<file path="src/rtl/stream_mux_rr_pkg.sv">
// Shared types and width helpers for the N:1 stream multiplexer.
// Imported by the interface, the round-robin picker and the top level.
package stream_mux_pkg;

  typedef enum logic {
    MODE_FIXED = 1'b0,
    MODE_RR    = 1'b1
  } mux_mode_e;

  // Width of a channel index; never below 1 so a 2-channel mux still has a select bit.
  function automatic int sel_len(input int nr_ch);
    return (nr_ch <= 2) ? 1 : $clog2(nr_ch);
  endfunction

endpackage

</file>
<file path="src/rtl/stream_mux_rr_if.sv">
// Bundle of the producer-side and consumer-side stream signals of stream_mux_rr.
// Handshake: a beat moves when valid && ready on the same rising edge; valid may drop without a transfer.
interface stream_mux_rr_if #(
  parameter int NR_CH    = 4,
  parameter int DATA_LEN = 2
);
  import stream_mux_pkg::*;

  localparam int SEL_LEN = sel_len(NR_CH);

  mux_mode_e                    mode;
  logic [SEL_LEN-1:0]           sel;
  logic [NR_CH-1:0]             in_valid;
  logic [NR_CH*DATA_LEN-1:0]    in_data;
  logic [NR_CH-1:0]             in_ready;
  logic                         out_valid;
  logic                         out_ready;
  logic [DATA_LEN-1:0]          out_data;
  logic [SEL_LEN-1:0]           out_ch;

  // Environment side: producers, consumer and arbitration control.
  modport master (
    output mode, sel, in_valid, in_data, out_ready,
    input  in_ready, out_valid, out_data, out_ch
  );

  // Multiplexer side.
  modport slave (
    input  mode, sel, in_valid, in_data, out_ready,
    output in_ready, out_valid, out_data, out_ch
  );

endinterface

</file>
<file path="src/rtl/stream_mux_rr_pick.sv">
// Combinational round-robin picker: first set request at or after ptr, wrapping.
// Requests are doubled so bits below ptr reappear in the upper half after masking.
module rr_pick
  import stream_mux_pkg::*;
#(
  parameter  int NR_CH   = 4,
  localparam int SEL_LEN = sel_len(NR_CH)
) (
  input  logic [NR_CH-1:0]   req,
  input  logic [SEL_LEN-1:0] ptr,
  output logic [NR_CH-1:0]   gnt,
  output logic [SEL_LEN-1:0] gnt_idx,
  output logic               gnt_vld
);

  logic [2*NR_CH-1:0] req_dbl;
  logic [2*NR_CH-1:0] masked;
  int                 pos;

  assign req_dbl = {req, req};

  always_comb begin
    masked  = '0;
    pos     = 0;
    gnt_vld = 1'b0;
    for (int j = 0; j < 2*NR_CH; j++) begin
      masked[j] = req_dbl[j] && (j >= int'(ptr));
    end
    for (int j = 0; j < 2*NR_CH; j++) begin
      if (!gnt_vld && masked[j]) begin
        gnt_vld = 1'b1;
        pos     = (j >= NR_CH) ? (j - NR_CH) : j;
      end
    end
    gnt_idx = SEL_LEN'(pos);
    gnt     = '0;
    for (int i = 0; i < NR_CH; i++) begin
      gnt[i] = gnt_vld && (pos == i);
    end
  end

endmodule

</file>
<file path="src/rtl/stream_mux_rr.sv">
// N:1 stream multiplexer with fixed-select or round-robin arbitration and a
// registered output stage sustaining one beat per cycle.
module stream_mux_rr
  import stream_mux_pkg::*;
#(
  parameter  int NR_CH    = 4,
  parameter  int DATA_LEN = 2,
  localparam int SEL_LEN  = sel_len(NR_CH)
) (
  input logic           clk,
  input logic           rst,
  stream_mux_rr_if.slave bus
);

  logic                 accept;
  logic [NR_CH-1:0]     fixed_gnt;
  logic                 fixed_vld;
  logic [NR_CH-1:0]     rr_gnt;
  logic [SEL_LEN-1:0]   rr_idx;
  logic                 rr_vld;
  logic [NR_CH-1:0]     grant;
  logic [SEL_LEN-1:0]   grant_idx;
  logic                 grant_vld;
  logic [DATA_LEN-1:0]  grant_data;
  logic [SEL_LEN-1:0]   rr_ptr;
  logic [SEL_LEN-1:0]   rr_next;

  logic                 out_valid_q;
  logic [DATA_LEN-1:0]  out_data_q;
  logic [SEL_LEN-1:0]   out_ch_q;

  // The output slot is free when empty or being drained this cycle.
  assign accept = !out_valid_q || bus.out_ready;

  // A select value beyond the last channel simply matches nothing.
  always_comb begin
    fixed_gnt = '0;
    for (int i = 0; i < NR_CH; i++) begin
      fixed_gnt[i] = bus.in_valid[i] && (bus.sel == SEL_LEN'(i));
    end
  end
  assign fixed_vld = |fixed_gnt;

  rr_pick #(.NR_CH(NR_CH)) u_pick (
    .req     (bus.in_valid),
    .ptr     (rr_ptr),
    .gnt     (rr_gnt),
    .gnt_idx (rr_idx),
    .gnt_vld (rr_vld)
  );

  always_comb begin
    if (bus.mode == MODE_RR) begin
      grant     = rr_gnt;
      grant_idx = rr_idx;
      grant_vld = rr_vld;
    end else begin
      grant     = fixed_gnt;
      grant_idx = bus.sel;
      grant_vld = fixed_vld;
    end
  end

  always_comb begin
    grant_data = '0;
    for (int i = 0; i < NR_CH; i++) begin
      if (grant[i]) grant_data = bus.in_data[i*DATA_LEN +: DATA_LEN];
    end
  end

  assign rr_next = (grant_idx == SEL_LEN'(NR_CH - 1)) ? '0 : grant_idx + 1'b1;

  assign bus.in_ready = (rst || !accept) ? '0 : grant;

  always_ff @(posedge clk or posedge rst) begin
    if (rst) begin
      out_valid_q <= 1'b0;
      out_data_q  <= '0;
      out_ch_q    <= '0;
      rr_ptr      <= '0;
    end else if (accept) begin
      if (grant_vld) begin
        out_valid_q <= 1'b1;
        out_data_q  <= grant_data;
        out_ch_q    <= grant_idx;
        if (bus.mode == MODE_RR) rr_ptr <= rr_next;
      end else begin
        out_valid_q <= 1'b0;
      end
    end
  end

  assign bus.out_valid = out_valid_q;
  assign bus.out_data  = out_data_q;
  assign bus.out_ch    = out_ch_q;

endmodule

</file>
<file path="src/flat_wrapper.sv">
// flat-port wrapper written by rule: the top's interface ports become plain ports
module stream_mux_rr_flat import stream_mux_pkg::*;
#(
  parameter  int NR_CH    = 4,
  parameter  int DATA_LEN = 2,
  localparam int SEL_LEN  = sel_len(NR_CH)
)
  (clk, rst, bus_mode, bus_sel, bus_in_valid, bus_in_data, bus_out_ready, bus_in_ready, bus_out_valid, bus_out_data, bus_out_ch);
  stream_mux_rr_if #(.NR_CH(NR_CH), .DATA_LEN(DATA_LEN)) bus_i ();
  input logic clk;
  input logic rst;
  input wire logic [$bits(bus_i.mode)-1:0] bus_mode;
  input wire logic [$bits(bus_i.sel)-1:0] bus_sel;
  input wire logic [$bits(bus_i.in_valid)-1:0] bus_in_valid;
  input wire logic [$bits(bus_i.in_data)-1:0] bus_in_data;
  input wire logic [$bits(bus_i.out_ready)-1:0] bus_out_ready;
  output wire logic [$bits(bus_i.in_ready)-1:0] bus_in_ready;
  output wire logic [$bits(bus_i.out_valid)-1:0] bus_out_valid;
  output wire logic [$bits(bus_i.out_data)-1:0] bus_out_data;
  output wire logic [$bits(bus_i.out_ch)-1:0] bus_out_ch;
  assign bus_i.mode = bus_mode;
  assign bus_i.sel = bus_sel;
  assign bus_i.in_valid = bus_in_valid;
  assign bus_i.in_data = bus_in_data;
  assign bus_i.out_ready = bus_out_ready;
  assign bus_in_ready = bus_i.in_ready;
  assign bus_out_valid = bus_i.out_valid;
  assign bus_out_data = bus_i.out_data;
  assign bus_out_ch = bus_i.out_ch;
  stream_mux_rr #(.NR_CH(NR_CH), .DATA_LEN(DATA_LEN)) u_core (.clk(clk), .rst(rst), .bus(bus_i));
endmodule
</file>
<file path="config.mk">
export PLATFORM = sky130hd
export DESIGN_NAME = stream_mux_rr_flat
export DESIGN_NICKNAME = d
export VERILOG_FILES = /design/src/rtl/stream_mux_rr_pkg.sv /design/src/rtl/stream_mux_rr_if.sv /design/src/rtl/stream_mux_rr_pick.sv /design/src/rtl/stream_mux_rr.sv /design/src/flat_wrapper.sv
export SDC_FILE = /design/constraint.sdc
export NUM_CORES = 1
export LEC_CHECK = 0
export ABC_AREA = 1
export BUFFER_PORTS_ARGS = -buffer_cell sky130_fd_sc_hd__buf_4
export CAP_MARGIN = 20
export CELL_PAD_IN_SITES_DETAIL_PLACEMENT = 0
export CELL_PAD_IN_SITES_GLOBAL_PLACEMENT = 1
export CORE_UTILIZATION = 31
export CTS_CLUSTER_DIAMETER = 150
export DETAILED_ROUTE_END_ITERATION = 10
export PLACE_DENSITY_LB_ADDON = 0.1
export SLEW_MARGIN = 20
export SYNTH_ARGS = -nofsm -noshare
export SYNTH_HDL_FRONTEND = slang
export SYNTH_SLANG_ARGS = --single-unit
</file>
<file path="constraint.sdc">
create_clock -name clk -period 1.5 [get_ports clk]
set_input_delay 0.075 -clock clk [delete_from_list [all_inputs] [get_ports clk]]
set_output_delay 0.075 -clock clk [all_outputs]
set_load 0.01 [all_outputs]
</file>
## Word level (Yosys, flattened, before mapping)

Index checks and enable logic that the tools add are counted.

| storage, ports and cells | value |
|---|---|
| output and inout port bits | 9 |
| register bits after elaboration | 7 |
| bits of input ports | 18 |
| word-level logic and storage cells | 74 |

| operators by class | value |
|---|---|
| add/subtract/negate cells | 1 |
| equality and inequality tests | 7 |
| multiplexer cells | 25 |
| order comparisons | 3 |
| reduce and logical (&&, ||, !) cells | 34 |

Operator list:

| operator | count |
|---|---|
| $mux 32 | 4 |
| $eq 32x3->1 const B | 2 |
| $eq 32x2->1 const B | 1 |
| $logic_not 32->1 | 1 |
| $logic_and 1x1->1 | 18 |
| $mux 2 | 8 |
| $mux 1 | 11 |
| $logic_not 1->1 | 9 |
| $mux 4 | 2 |
| $eq 2x2->1 const B | 3 |
| $ge 1x2->1 const A | 2 |
| $reduce_or 4->1 | 1 |
| $reduce_and 3->1 | 1 |
| $add 2x1->2 const B | 1 |
| $eq 2x1->1 const B | 1 |
| $ge 2x2->1 const A | 1 |
| $logic_not 2->1 | 1 |
| $logic_or 1x1->1 | 2 |
| $reduce_and 2->1 | 1 |

## Depth between registers and ports, before layout

Gate-level depths: netlist (run 1).

| depth | value |
|---|---|
| word-level depth | 31 |
| depth in mapped cells | 13 |

## Cells and area by module

Synthesis (run 1) repeated with hierarchy kept, for this count alone.

| second synthesis, totals | value |
|---|---|
| cell total of the unflattened synthesis | 112 |
| area, all modules | 685.7 sq um |

Modules (own cells, without submodules):

| module | area an instance (sq um) | seq. area each (sq um) | instances | cells an instance |
|---|---|---|---|---|
| stream_mux_rr | 550.5 | 175.2 | 1 | 84 |
| rr_pick | 135.1 | 0.0 | 1 | 28 |

## Least setup slack after synthesis (run 1)

No wires, ideal clock.

| path | value |
|---|---|
| path type | register to register |
| start | reg u_core.rr_ptr[1] |
| end | reg u_core.out_data_q[0] (netlist: u_core.bus.out_data[0]) |
| library setup time | 0.118 ns |
| path slack | 0.103 ns |
| cell stages (with the launch flop) | 11 |
| clock period less this slack | 1.397 ns |
| arrival time | 1.279 ns |
| buffers on the path | 0 |
| cells stage by stage | dfrtp_1 -> nor2_1 -> nand2_2 -> nand2_2 -> nor2_4 -> nand3_1 -> nand2_1 -> a21oi_4 -> nand2_1 -> nor2_2 -> nor2_2 |

| on the way | value |
|---|---|
| longest elaborated chain between the ends | 31 |
| elaborated cells on any way between the ends | 50 |

RTL lines:

| element | RTL line | source |
|---|---|---|
| start: declaration | stream_mux_rr.sv:25 | `logic [SEL_LEN-1:0] rr_ptr;` |
| start signal: assignment | stream_mux_rr.sv:86 | `if (bus.mode == MODE_RR) rr_ptr <= rr_next;` |
| $ge 1x2->1 | stream_mux_rr_pick.sv:27 | `masked[j] = req_dbl[j] && (j >= int'(ptr));` |
| $logic_and 1x1->1 | stream_mux_rr_pick.sv:27 |  |
| $mux 1 | stream_mux_rr_pick.sv:30 | `if (!gnt_vld && masked[j]) begin` |
| $logic_not 1->1 | stream_mux_rr_pick.sv:30 |  |
| $logic_and 1x1->1 | stream_mux_rr_pick.sv:30 |  |
| $mux 1 | stream_mux_rr_pick.sv:30 |  |
| $logic_not 1->1 | stream_mux_rr_pick.sv:30 |  |
| $logic_and 1x1->1 | stream_mux_rr_pick.sv:30 |  |
| [... 12 more ...] | -- |  |
| $mux 1 | stream_mux_rr_pick.sv:30 |  |
| $logic_not 1->1 | stream_mux_rr_pick.sv:30 |  |
| $logic_and 1x1->1 | stream_mux_rr_pick.sv:30 |  |
| $mux 32 | stream_mux_rr_pick.sv:30 |  |
| $logic_not 32->1 | stream_mux_rr_pick.sv:38 | `gnt[i] = gnt_vld && (pos == i);` |
| $logic_and 1x1->1 | stream_mux_rr_pick.sv:38 |  |
| $mux 4 | stream_mux_rr.sv:53 | `if (bus.mode == MODE_RR) begin` |
| $mux 2 (4 in a row) | stream_mux_rr.sv:67 | `if (grant[i]) grant_data = bus.in_data[i*DATA_LEN +: DATA_LEN];` |
| end signal: assignment | stream_mux_rr.sv:84 | `out_data_q <= grant_data;` |
| end: declaration | stream_mux_rr.sv:29 | `logic [DATA_LEN-1:0] out_data_q;` |

Several ways; a longest one is shown, not always the timed one.
A chain may end at the register's enable or synchronous reset.

## Worst setup path after layout (run 1)

| path | value |
|---|---|
| start | reg u_core.rr_ptr[0] |
| end | out bus_in_ready[2] |

| on the way | value |
|---|---|
| longest elaborated chain between the ends | 28 |
| elaborated cells on any way between the ends | 39 |

RTL lines:

| element | RTL line | source |
|---|---|---|
| $ge 1x2->1 | stream_mux_rr_pick.sv:27 |  |
| $logic_and 1x1->1 | stream_mux_rr_pick.sv:27 |  |
| $mux 1 | stream_mux_rr_pick.sv:30 |  |
| $logic_not 1->1 | stream_mux_rr_pick.sv:30 |  |
| $logic_and 1x1->1 | stream_mux_rr_pick.sv:30 |  |
| $mux 1 | stream_mux_rr_pick.sv:30 |  |
| $logic_not 1->1 | stream_mux_rr_pick.sv:30 |  |
| $logic_and 1x1->1 | stream_mux_rr_pick.sv:30 |  |
| [... 12 more ...] | -- |  |
| $mux 1 | stream_mux_rr_pick.sv:30 |  |
| $logic_not 1->1 | stream_mux_rr_pick.sv:30 |  |
| $logic_and 1x1->1 | stream_mux_rr_pick.sv:30 |  |
| $mux 32 | stream_mux_rr_pick.sv:30 |  |
| $eq 32x3->1 | stream_mux_rr_pick.sv:38 |  |
| $logic_and 1x1->1 * | stream_mux_rr_pick.sv:38 |  |
| $mux 4 * | stream_mux_rr.sv:53 |  |
| $mux 4 * | stream_mux_rr.sv:73 | `assign bus.in_ready = (rst \|\| !accept) ? '0 : grant;` |
| end: declaration | flat_wrapper.sv:17 | `output wire logic [$bits(bus_i.in_ready)-1:0] bus_in_ready;` |

Mark *: on every way between the ends. The rest lies on a longest branch, timed or not.

==> flow_summary.html, run 1 <==
<table>
<tr><th>Metric</th><th>Value</th></tr>
<tr><th colspan="2">Detailed routing</th></tr>
<tr><td>Residual DRC</td><td>0</td></tr>
<tr><td>Antenna violation net count after detailed routing</td><td>0</td></tr>
<tr><td>Drt first pass iters</td><td>4</td></tr>
<tr><td>Vias per Instance</td><td>4.47</td></tr>
<tr><td>Detail-routed net length per standard cell</td><td>9.88 µm</td></tr>
<tr><td>Vias after detailed routing</td><td>746</td></tr>
<tr><td>Routed Wire Length</td><td>1.65 mm</td></tr>
<tr><td>Number of DRC markers after the initial detailed-route iteration</td><td>10</td></tr>
<tr><th colspan="2">Setup path</th></tr>
<tr><td>Req. time, crit path</td><td>1420 ps</td></tr>
<tr><td>Most frequent cell on the critical path</td><td>nand2_2</td></tr>
<tr><td>Endpoint type of the worst setup path</td><td>output pin</td></tr>
<tr><td>Startpoint type of the worst setup path</td><td>register</td></tr>
<tr><td>Crit-path cells</td><td>nor2_2 -&gt; nand2_2 -&gt; nand2_2 -&gt; nor2_4 -&gt; nand3_2 -&gt; nand2_2 -&gt; inv_2 -&gt; nand3_2 -&gt; a21oi_2 -&gt; buf_4</td></tr>
<tr><td>Worst-path cell with the longest stage delay</td><td>dfrtp_1</td></tr>
<tr><td>Worst Path Arrival</td><td>1580 ps</td></tr>
<tr><td>Category of the critical setup timing path</td><td>reg2out</td></tr>
<tr><td>Max FO, Critical Path</td><td>5</td></tr>
<tr><td>Count of buffer and inverter cells on the critical path</td><td>2</td></tr>
<tr><td>Maximum cell stage delay along the critical path</td><td>400 ps</td></tr>
<tr><td>Worst path top cell family by delay</td><td>simple AND/OR/NAND/NOR gates</td></tr>
<tr><th colspan="2">STA</th></tr>
<tr><td>Final hold violation count</td><td>0</td></tr>
<tr><td>Clk_skew</td><td>0.228 ps</td></tr>
<tr><td>Fmax</td><td>604 MHz</td></tr>
<tr><td>Worst Hold Slack</td><td>147 ps</td></tr>
<tr><td>Slew margin rel.</td><td>0.770</td></tr>
<tr><td>Summed negative setup slack over all endpoints</td><td>-564 ps</td></tr>
<tr><td>Setup repair after global routing missed its margin</td><td>yes</td></tr>
<tr><td>Final-report setup violation count</td><td>7</td></tr>
<tr><td>Measured slew at the worst slew-check pin</td><td>342 ps</td></tr>
<tr><td>Final critical-path setup slack</td><td>-156 ps</td></tr>
<tr><td>Slew Viols, Final</td><td>0</td></tr>
<tr><td>Final worst path period share</td><td>1.10</td></tr>
<tr><td>Tmin final</td><td>1660 ps</td></tr>
<tr><th colspan="2">Die</th></tr>
<tr><td>Overall die area</td><td>2350 µm²</td></tr>
<tr><td>FP Rows</td><td>16</td></tr>
<tr><td>Height of the die</td><td>48.5 µm</td></tr>
<tr><td>Top Ports</td><td>27</td></tr>
<tr><td>Core Box Area</td><td>2000 µm²</td></tr>
<tr><td>Starting density of the core</td><td>0.334</td></tr>
<tr><td>Horizontal die dimension</td><td>48.5 µm</td></tr>
<tr><th colspan="2">Clock network</th></tr>
<tr><td>Clock input transition at the sequential cells of the worst setup and hold paths</td><td>50 ps</td></tr>
<tr><td>Number of buffers created by CTS</td><td>3</td></tr>
<tr><td>Clock sink total</td><td>7</td></tr>
<tr><td>Worst-skew pair later-pin latency</td><td>250 ps</td></tr>
<tr><td>Clock tree from TritonCTS</td><td>yes</td></tr>
<tr><td>Buffer type at the clock tree root</td><td>clkbuf_4</td></tr>
<tr><td>Maximum level of the CTS H-tree</td><td>1</td></tr>
<tr><td>Number of buffers on the longest clock path</td><td>2</td></tr>
<tr><th colspan="2">Synth</th></tr>
<tr><td>Post-synthesis sequential area ratio</td><td>0.262</td></tr>
<tr><td>Area of the mapped netlist</td><td>669 µm²</td></tr>
<tr><td>Yosys Warn Count</td><td>0</td></tr>
<tr><td>Syn_nets</td><td>120</td></tr>
<tr><td>Post-synth cell types</td><td>23</td></tr>
<tr><td>Mapped Avg Cell Area</td><td>6.56 µm²</td></tr>
<tr><td>Number of register bits inferred by synthesis</td><td>7</td></tr>
<tr><td>Synthesized instance count</td><td>102</td></tr>
<tr><th colspan="2">Status</th></tr>
<tr><td>Run status</td><td>finished with violations</td></tr>
<tr><td>Failing checks</td><td>negative setup slack</td></tr>
<tr><th colspan="2">Hold path</th></tr>
<tr><td>Worst hold path type</td><td>in2reg</td></tr>
<tr><th colspan="2">Cells and area</th></tr>
<tr><td>Antenna cells</td><td>0</td></tr>
<tr><td>Area of the multi-input gates</td><td>464 µm²</td></tr>
<tr><td>Fill count</td><td>221</td></tr>
<tr><td>Fraction of final layout cells with drive strength greater than 1</td><td>0.507</td></tr>
<tr><td>Area growth syn-to-layout</td><td>52.5%</td></tr>
<tr><td>Final layout net count</td><td>159</td></tr>
<tr><td>Commonest non-fill, non-tap cells in the layout</td><td>buf_4 (34), nand2_1 (26), inv_1 (10), nor2_1 (10), nand2_2 (9)</td></tr>
<tr><td>Leading cell type in the layout, fill and taps excluded</td><td>buf_4</td></tr>
<tr><td>Area of all placed cells without fillers</td><td>1020 µm²</td></tr>
<tr><td>Flip-flop and latch area</td><td>175 µm²</td></tr>
<tr><th colspan="2">Global routing</th></tr>
<tr><td>First-pass GRT wire length</td><td>2.97 mm</td></tr>
<tr><td>Number of global-route vias before repair</td><td>715</td></tr>
<tr><td>Total congestion overflow</td><td>0</td></tr>
<tr><td>Maximum number of pins on one net before global-route repair</td><td>11</td></tr>
<tr><td>Total Routing Usage GR</td><td>0.158</td></tr>
<tr><td>Number of antenna violations at the first check in global routing</td><td>0</td></tr>
<tr><th colspan="2">Place</th></tr>
<tr><td>Post-DP Area</td><td>906 µm²</td></tr>
<tr><td>Detailed-placement wirelength estimate</td><td>1.32 mm</td></tr>
<tr><td>Number of buffers inserted by port buffering</td><td>26</td></tr>
<tr><td>Final RePlAce weighted congestion</td><td>0.846</td></tr>
<tr><th colspan="2">Job</th></tr>
<tr><td>Max capacitance violation total</td><td>0</td></tr>
<tr><th colspan="2">Power and ir drop</th></tr>
<tr><td>Total power</td><td>0.912 mW</td></tr>
<tr><td>IR Drop Worst-Case VDD</td><td>0.569 mV</td></tr>
<tr><td>Leakage dissipation</td><td>0.539 nW</td></tr>
<tr><td>Power Density</td><td>893 nW/µm²</td></tr>
</table>
## routing by layer
metal	GRT usage	part of all wire	vias up
met3	0.0189	0.047	4
met5	0	0	-
met1	0.210	0.48	327
met2	0.261	0.46	18
met4	0.0588	0.011	0
li1	-	-	397
## stage by stage
stage | std cells | util | setup slack (ps)
2_1_floorplan | 102 | - | 103
3_3_place_gp | 156 | 0.453 | -75.6
3_5_place_dp | 156 | 0.453 | -40.5
4_1_cts | 167 | 0.504 | -145
5_1_grt | 167 | 0.510 | -267
6_report | 167 | 0.510 | -156
## where the power goes
group / leakage, nW / switching (mW) / internal [mW]
clock: 0.0150 / 0.0729 / 0.102
combinational: 0.441 / 0.251 / 0.223
sequential: 0.0832 / 0.0292 / 0.234
total: 0.539 / 0.353 / 0.559
## final timing paths
check                                                 start  cells past startpoint                            endpoint  slack (ps)
max                            u_core.rr_ptr[0]$_DFFE_PP0P_                     10                     bus_in_ready[2]        -160
min                                          bus_in_data[6]                      5  u_core.bus.out_data[0]$_DFFE_PP0P_         150
max reg2reg                    u_core.rr_ptr[1]$_DFFE_PP0P_                     14  u_core.bus.out_data[1]$_DFFE_PP0P_        -110
min reg2reg                u_core.bus.out_ch[1]$_DFFE_PP0P_                      2    u_core.bus.out_ch[1]$_DFFE_PP0P_         500
max in group asynchronous                               rst                      4        u_core.rr_ptr[1]$_DFFE_PP0P_        1010
min in group asynchronous                               rst                      4  u_core.bus.out_data[0]$_DFFE_PP0P_         370
## synth_stat cells
| cell | instances | area (µm²) |
|---|---|---|
| a21oi_1 | 2 | 10.0 |
| a21oi_4 | 2 | 32.5 |
| and3_1 | 1 | 6.26 |
| buf_4 | 1 | 7.51 |
| dfrtp_1 | 7 | 175 |
| inv_1 | 10 | 37.5 |
| inv_2 | 5 | 18.8 |
| nand2_1 | 27 | 101 |
| nand2_2 | 8 | 50.1 |
| nand2_4 | 1 | 11.3 |
| nand3_1 | 7 | 35.0 |
| nand3_2 | 3 | 30.0 |
| nand4_1 | 2 | 12.5 |
| nor2_1 | 12 | 45.0 |
| nor2_2 | 4 | 25.0 |
| nor2_4 | 1 | 11.3 |
| nor3_2 | 1 | 10.0 |
| nor4_1 | 1 | 6.26 |
| o21ai_0 | 2 | 10.0 |
| o21ai_1 | 2 | 10.0 |
| o21ai_2 | 1 | 8.76 |
| o21bai_1 | 1 | 7.51 |
| o31ai_1 | 1 | 7.51 |
## cells by family (layout without fill, tap and decap cells)
group           Yosys count  count (layout)  share of synthesized area
compound gates           11              11                      0.129
simple gates             68              68                      0.514
flops                     7               7                      0.262
buf+inv                  16              54                     0.0953
## sequential cells by signal, summed over array words and instances, names as in the netlist
register / flops
u_core.bus.out_valid: 1
u_core.rr_ptr: 2
u_core.bus.out_data: 2
u_core.bus.out_ch: 2
## worst reg2reg max path: stages (launching register included)
cell     delay (ps)
dfrtp_1         390
nand2_1          80
nand2_2         100
nand2_4          60
nor2_4          150
nand3_2          80
nand2_2          80
inv_2            40
nand3_2          80
buf_4           110
nand2_2          40
nand2_1          50
nand3_1          70
nor2_1          110
nor2_1           50
## timing repair
action / 4_1_cts / 5_1_grt
hold endpoints to repair: 7 / 0
resized for setup: 6 / 3
pin swaps: 6 / 5
buffers inserted: 6 / 0
setup endpoints to repair: 8 / 9
hold buffers: 1 / 0
## layout make-up
type                            count  share of cell area
Clock buffer                        4              0.0257
Inverter                           15              0.0551
Multi-Input combinational cell     79               0.455
Sequential cell                     7               0.172
Tap cell                           27              0.0331
Timing Repair Buffer               35               0.260
(Power assumes the default switching activity.)
==> run 2: changes to the inputs <==
CELL_PAD_IN_SITES_GLOBAL_PLACEMENT = 2   (was 1)
CORE_UTILIZATION = 23   (was 31)
==> flow_summary.html, run 2 (synthesized netlist as in run 1, its figures left out) <==
<table>
<tr><th>Metric</th><th>Value</th></tr>
<tr><th colspan="2">Place</th></tr>
<tr><td>Pre-CTS setup slack</td><td>-71.8 ps</td></tr>
<tr><td>Final RePlAce weighted congestion</td><td>0.745</td></tr>
<tr><td>Detailed-placement wirelength estimate</td><td>1.46 mm</td></tr>
<tr><td>Number of buffers inserted by port buffering</td><td>26</td></tr>
<tr><td>Number of cells in the design after placement</td><td>161</td></tr>
<tr><td>Post-DP Area</td><td>918 µm²</td></tr>
<tr><th colspan="2">Cells and area</th></tr>
<tr><td>Number of standard cells in the layout, taps in and fillers out</td><td>171</td></tr>
<tr><td>Antenna cells</td><td>0</td></tr>
<tr><td>Commonest non-fill, non-tap cells in the layout</td><td>buf_4 (33), nand2_1 (23), nand2_2 (12)</td></tr>
<tr><td>Final layout net count</td><td>159</td></tr>
<tr><td>Area growth syn-to-layout</td><td>56.1%</td></tr>
<tr><td>Fraction of final layout cells with drive strength greater than 1</td><td>0.550</td></tr>
<tr><td>Area of all placed cells without fillers</td><td>1040 µm²</td></tr>
<tr><td>Leading cell type in the layout, fill and taps excluded</td><td>buf_4</td></tr>
<tr><th colspan="2">Global routing</th></tr>
<tr><td>Total congestion overflow</td><td>0</td></tr>
<tr><td>Maximum number of pins on one net before global-route repair</td><td>11</td></tr>
<tr><td>Total Routing Usage GR</td><td>0.116</td></tr>
<tr><td>First-pass GRT wire length</td><td>2.88 mm</td></tr>
<tr><td>Number of global-route vias before repair</td><td>695</td></tr>
<tr><td>Number of antenna violations at the first check in global routing</td><td>0</td></tr>
<tr><th colspan="2">STA</th></tr>
<tr><td>Fmax</td><td>612 MHz</td></tr>
<tr><td>Measured slew at the worst slew-check pin</td><td>378 ps</td></tr>
<tr><td>Setup repair after global routing missed its margin</td><td>yes</td></tr>
<tr><td>Final-report setup violation count</td><td>8</td></tr>
<tr><td>Final worst path period share</td><td>1.09</td></tr>
<tr><td>Slew Viols, Final</td><td>0</td></tr>
<tr><td>Summed negative setup slack over all endpoints</td><td>-634 ps</td></tr>
<tr><td>Slew margin rel.</td><td>0.745</td></tr>
<tr><td>Clk_skew</td><td>1.83 ps</td></tr>
<tr><td>Tmin final</td><td>1630 ps</td></tr>
<tr><td>Final hold violation count</td><td>0</td></tr>
<tr><td>Final critical-path setup slack</td><td>-133 ps</td></tr>
<tr><th colspan="2">Setup path</th></tr>
<tr><td>Maximum cell stage delay along the critical path</td><td>400 ps</td></tr>
<tr><td>Startpoint type of the worst setup path</td><td>register</td></tr>
<tr><td>Endpoint of the lowest-slack register-to-register path</td><td>u_core.rr_ptr[1]$_DFFE_PP0P_</td></tr>
<tr><td>Startpoint of the lowest-slack register-to-register path</td><td>u_core.rr_ptr[1]$_DFFE_PP0P_</td></tr>
<tr><td>Crit-path cells</td><td>nand2_1 -&gt; nand2_2 -&gt; nand2_4 -&gt; nor2_4 -&gt; nand3_2 -&gt; nand2_2 -&gt; inv_2 -&gt; buf_6 -&gt; a21oi_4 -&gt; o21ai_1 -&gt; nand2_2 -&gt; o21ai_2</td></tr>
<tr><td>R2R cell count</td><td>12</td></tr>
<tr><td>Endpoint type of the worst setup path</td><td>register</td></tr>
<tr><td>Most frequent cell on the critical path</td><td>nand2_2</td></tr>
<tr><td>Category of the critical setup timing path</td><td>reg2reg</td></tr>
<tr><td>Max FO, Critical Path</td><td>4</td></tr>
<tr><td>Req. time, crit path</td><td>1630 ps</td></tr>
<tr><td>Worst-path cell with the longest stage delay</td><td>dfrtp_1</td></tr>
<tr><td>Worst Path Arrival</td><td>1770 ps</td></tr>
<tr><td>Register-to-register path setup slack</td><td>-130 ps</td></tr>
<tr><th colspan="2">Detailed routing</th></tr>
<tr><td>Vias after detailed routing</td><td>749</td></tr>
<tr><td>Detail-routed net length per standard cell</td><td>10.3 µm</td></tr>
<tr><td>Routed Wire Length</td><td>1.75 mm</td></tr>
<tr><td>Drt first pass iters</td><td>4</td></tr>
<tr><td>Residual DRC</td><td>0</td></tr>
<tr><td>Vias per Instance</td><td>4.38</td></tr>
<tr><td>Antenna violation net count after detailed routing</td><td>0</td></tr>
<tr><td>Number of DRC markers after the initial detailed-route iteration</td><td>13</td></tr>
<tr><th colspan="2">Die</th></tr>
<tr><td>Core Box Area</td><td>2760 µm²</td></tr>
<tr><td>Horizontal die dimension</td><td>56.0 µm</td></tr>
<tr><td>Height of the die</td><td>56.0 µm</td></tr>
<tr><td>FP Rows</td><td>19</td></tr>
<tr><td>Overall die area</td><td>3130 µm²</td></tr>
<tr><td>Starting density of the core</td><td>0.243</td></tr>
<tr><td>Top Ports</td><td>27</td></tr>
<tr><th colspan="2">Power and ir drop</th></tr>
<tr><td>Total power</td><td>0.918 mW</td></tr>
<tr><td>IR Drop Worst-Case VDD</td><td>0.525 mV</td></tr>
<tr><td>Power Density</td><td>879 nW/µm²</td></tr>
<tr><td>Leakage dissipation</td><td>0.550 nW</td></tr>
<tr><th colspan="2">Clock network</th></tr>
<tr><td>Clock sink total</td><td>7</td></tr>
<tr><td>Clock tree from TritonCTS</td><td>yes</td></tr>
<tr><td>Clock input transition at the sequential cells of the worst setup and hold paths</td><td>50 ps</td></tr>
<tr><td>Number of buffers created by CTS</td><td>3</td></tr>
<tr><td>Buffer type at the clock tree root</td><td>clkbuf_4</td></tr>
<tr><td>Worst-skew pair later-pin latency</td><td>250 ps</td></tr>
<tr><td>Number of buffers on the longest clock path</td><td>2</td></tr>
<tr><td>Maximum level of the CTS H-tree</td><td>1</td></tr>
<tr><th colspan="2">Hold path</th></tr>
<tr><td>Worst hold path startpoint</td><td>bus_in_data[4]</td></tr>
<tr><td>Worst hold path type</td><td>in2reg</td></tr>
<tr><td>Hold Path Stages</td><td>5</td></tr>
<tr><td>Hold path endpoint</td><td>u_core.bus.out_data[0]$_DFFE_PP0P_</td></tr>
<tr><th colspan="2">Status</th></tr>
<tr><td>Run status</td><td>finished with violations</td></tr>
<tr><td>Failing checks</td><td>negative setup slack</td></tr>
<tr><th colspan="2">Job</th></tr>
<tr><td>Max capacitance violation total</td><td>0</td></tr>
</table>
==> run 2: cell count changes in the layout (fill, tap and decap cells not counted) <==
cell | previous run | this run
buf_4 | 34 | 33
buf_6 | 0 | 1
nand2_1 | 26 | 23
nand2_2 | 9 | 12
nand3_1 | 5 | 4
nand3_2 | 5 | 6
nor2_2 | 5 | 6
nor2_4 | 2 | 1
o21ai_0 | 2 | 0
o21ai_2 | 1 | 3
==> run 2: layer usage <==
layer	GRT usage	share of wire	vias up
met2	0.186	0.47	15
met4	0.0732	0.025	0
met5	0	0	-
met3	0.0163	0.040	5
li1	-	-	401
met1	0.147	0.47	328
==> run 2: worst max-delay path by stage <==
stage	start	end
6_report	u_core.rr_ptr[1]$_DFFE_PP0P_	u_core.rr_ptr[1]$_DFFE_PP0P_
3_5_place_dp	u_core.rr_ptr[1]$_DFFE_PP0P_	u_core.bus.out_data[0]$_DFFE_PP0P_
4_1_cts	u_core.rr_ptr[1]$_DFFE_PP0P_	bus_in_ready[2]
5_1_grt	u_core.rr_ptr[1]$_DFFE_PP0P_	bus_in_ready[1]
3_3_place_gp	u_core.rr_ptr[1]$_DFFE_PP0P_	u_core.bus.out_data[0]$_DFFE_PP0P_
2_1_floorplan	u_core.rr_ptr[1]$_DFFE_PP0P_	u_core.bus.out_data[0]$_DFFE_PP0P_
==> run 2: where the power goes <==
part	leakage, nW	internal [mW]	total (mW)	switching, mW
registers	0.0832	0.234	0.266	0.0317
logic	0.452	0.226	0.484	0.258
clock network	0.0150	0.101	0.168	0.0671
total	0.550	0.561	0.918	0.357
==> run 2: timing repair <==
item | 4_1_cts | 5_1_grt
hold buffers | 1 | 0
setup endpoints to repair | 9 | 11
buffers inserted | 3 | 2
cloned | 0 | 0
hold endpoints to repair | 7 | 0
pin swaps | 15 | 11
gates resized for setup | 10 | 7
==> run 2: cell type report <==
type                       count  area [µm²]
inverter                      15        56.3
clock buffer                   4        26.3
tap                           31        38.8
sequential                     7         175
timing repair buffer          35         269
multi-input combinational     79         479
fill                         324        1710
==> run 2: worst max-delay path, delay by kind of cell, from the launching register on <==
kind            cells  cell delay [ps]
compound gates      3              320
simple gates        7              630
buf+inv             2              160
flops               1              400
==> run 2: through the flow <==
stage / util / hold slack [ps]
2_1_floorplan: - / -113
3_3_place_gp: 0.333 / 87.7
3_5_place_dp: 0.333 / 87.0
4_1_cts: 0.367 / 144
5_1_grt: 0.379 / 168
6_report: 0.379 / 140
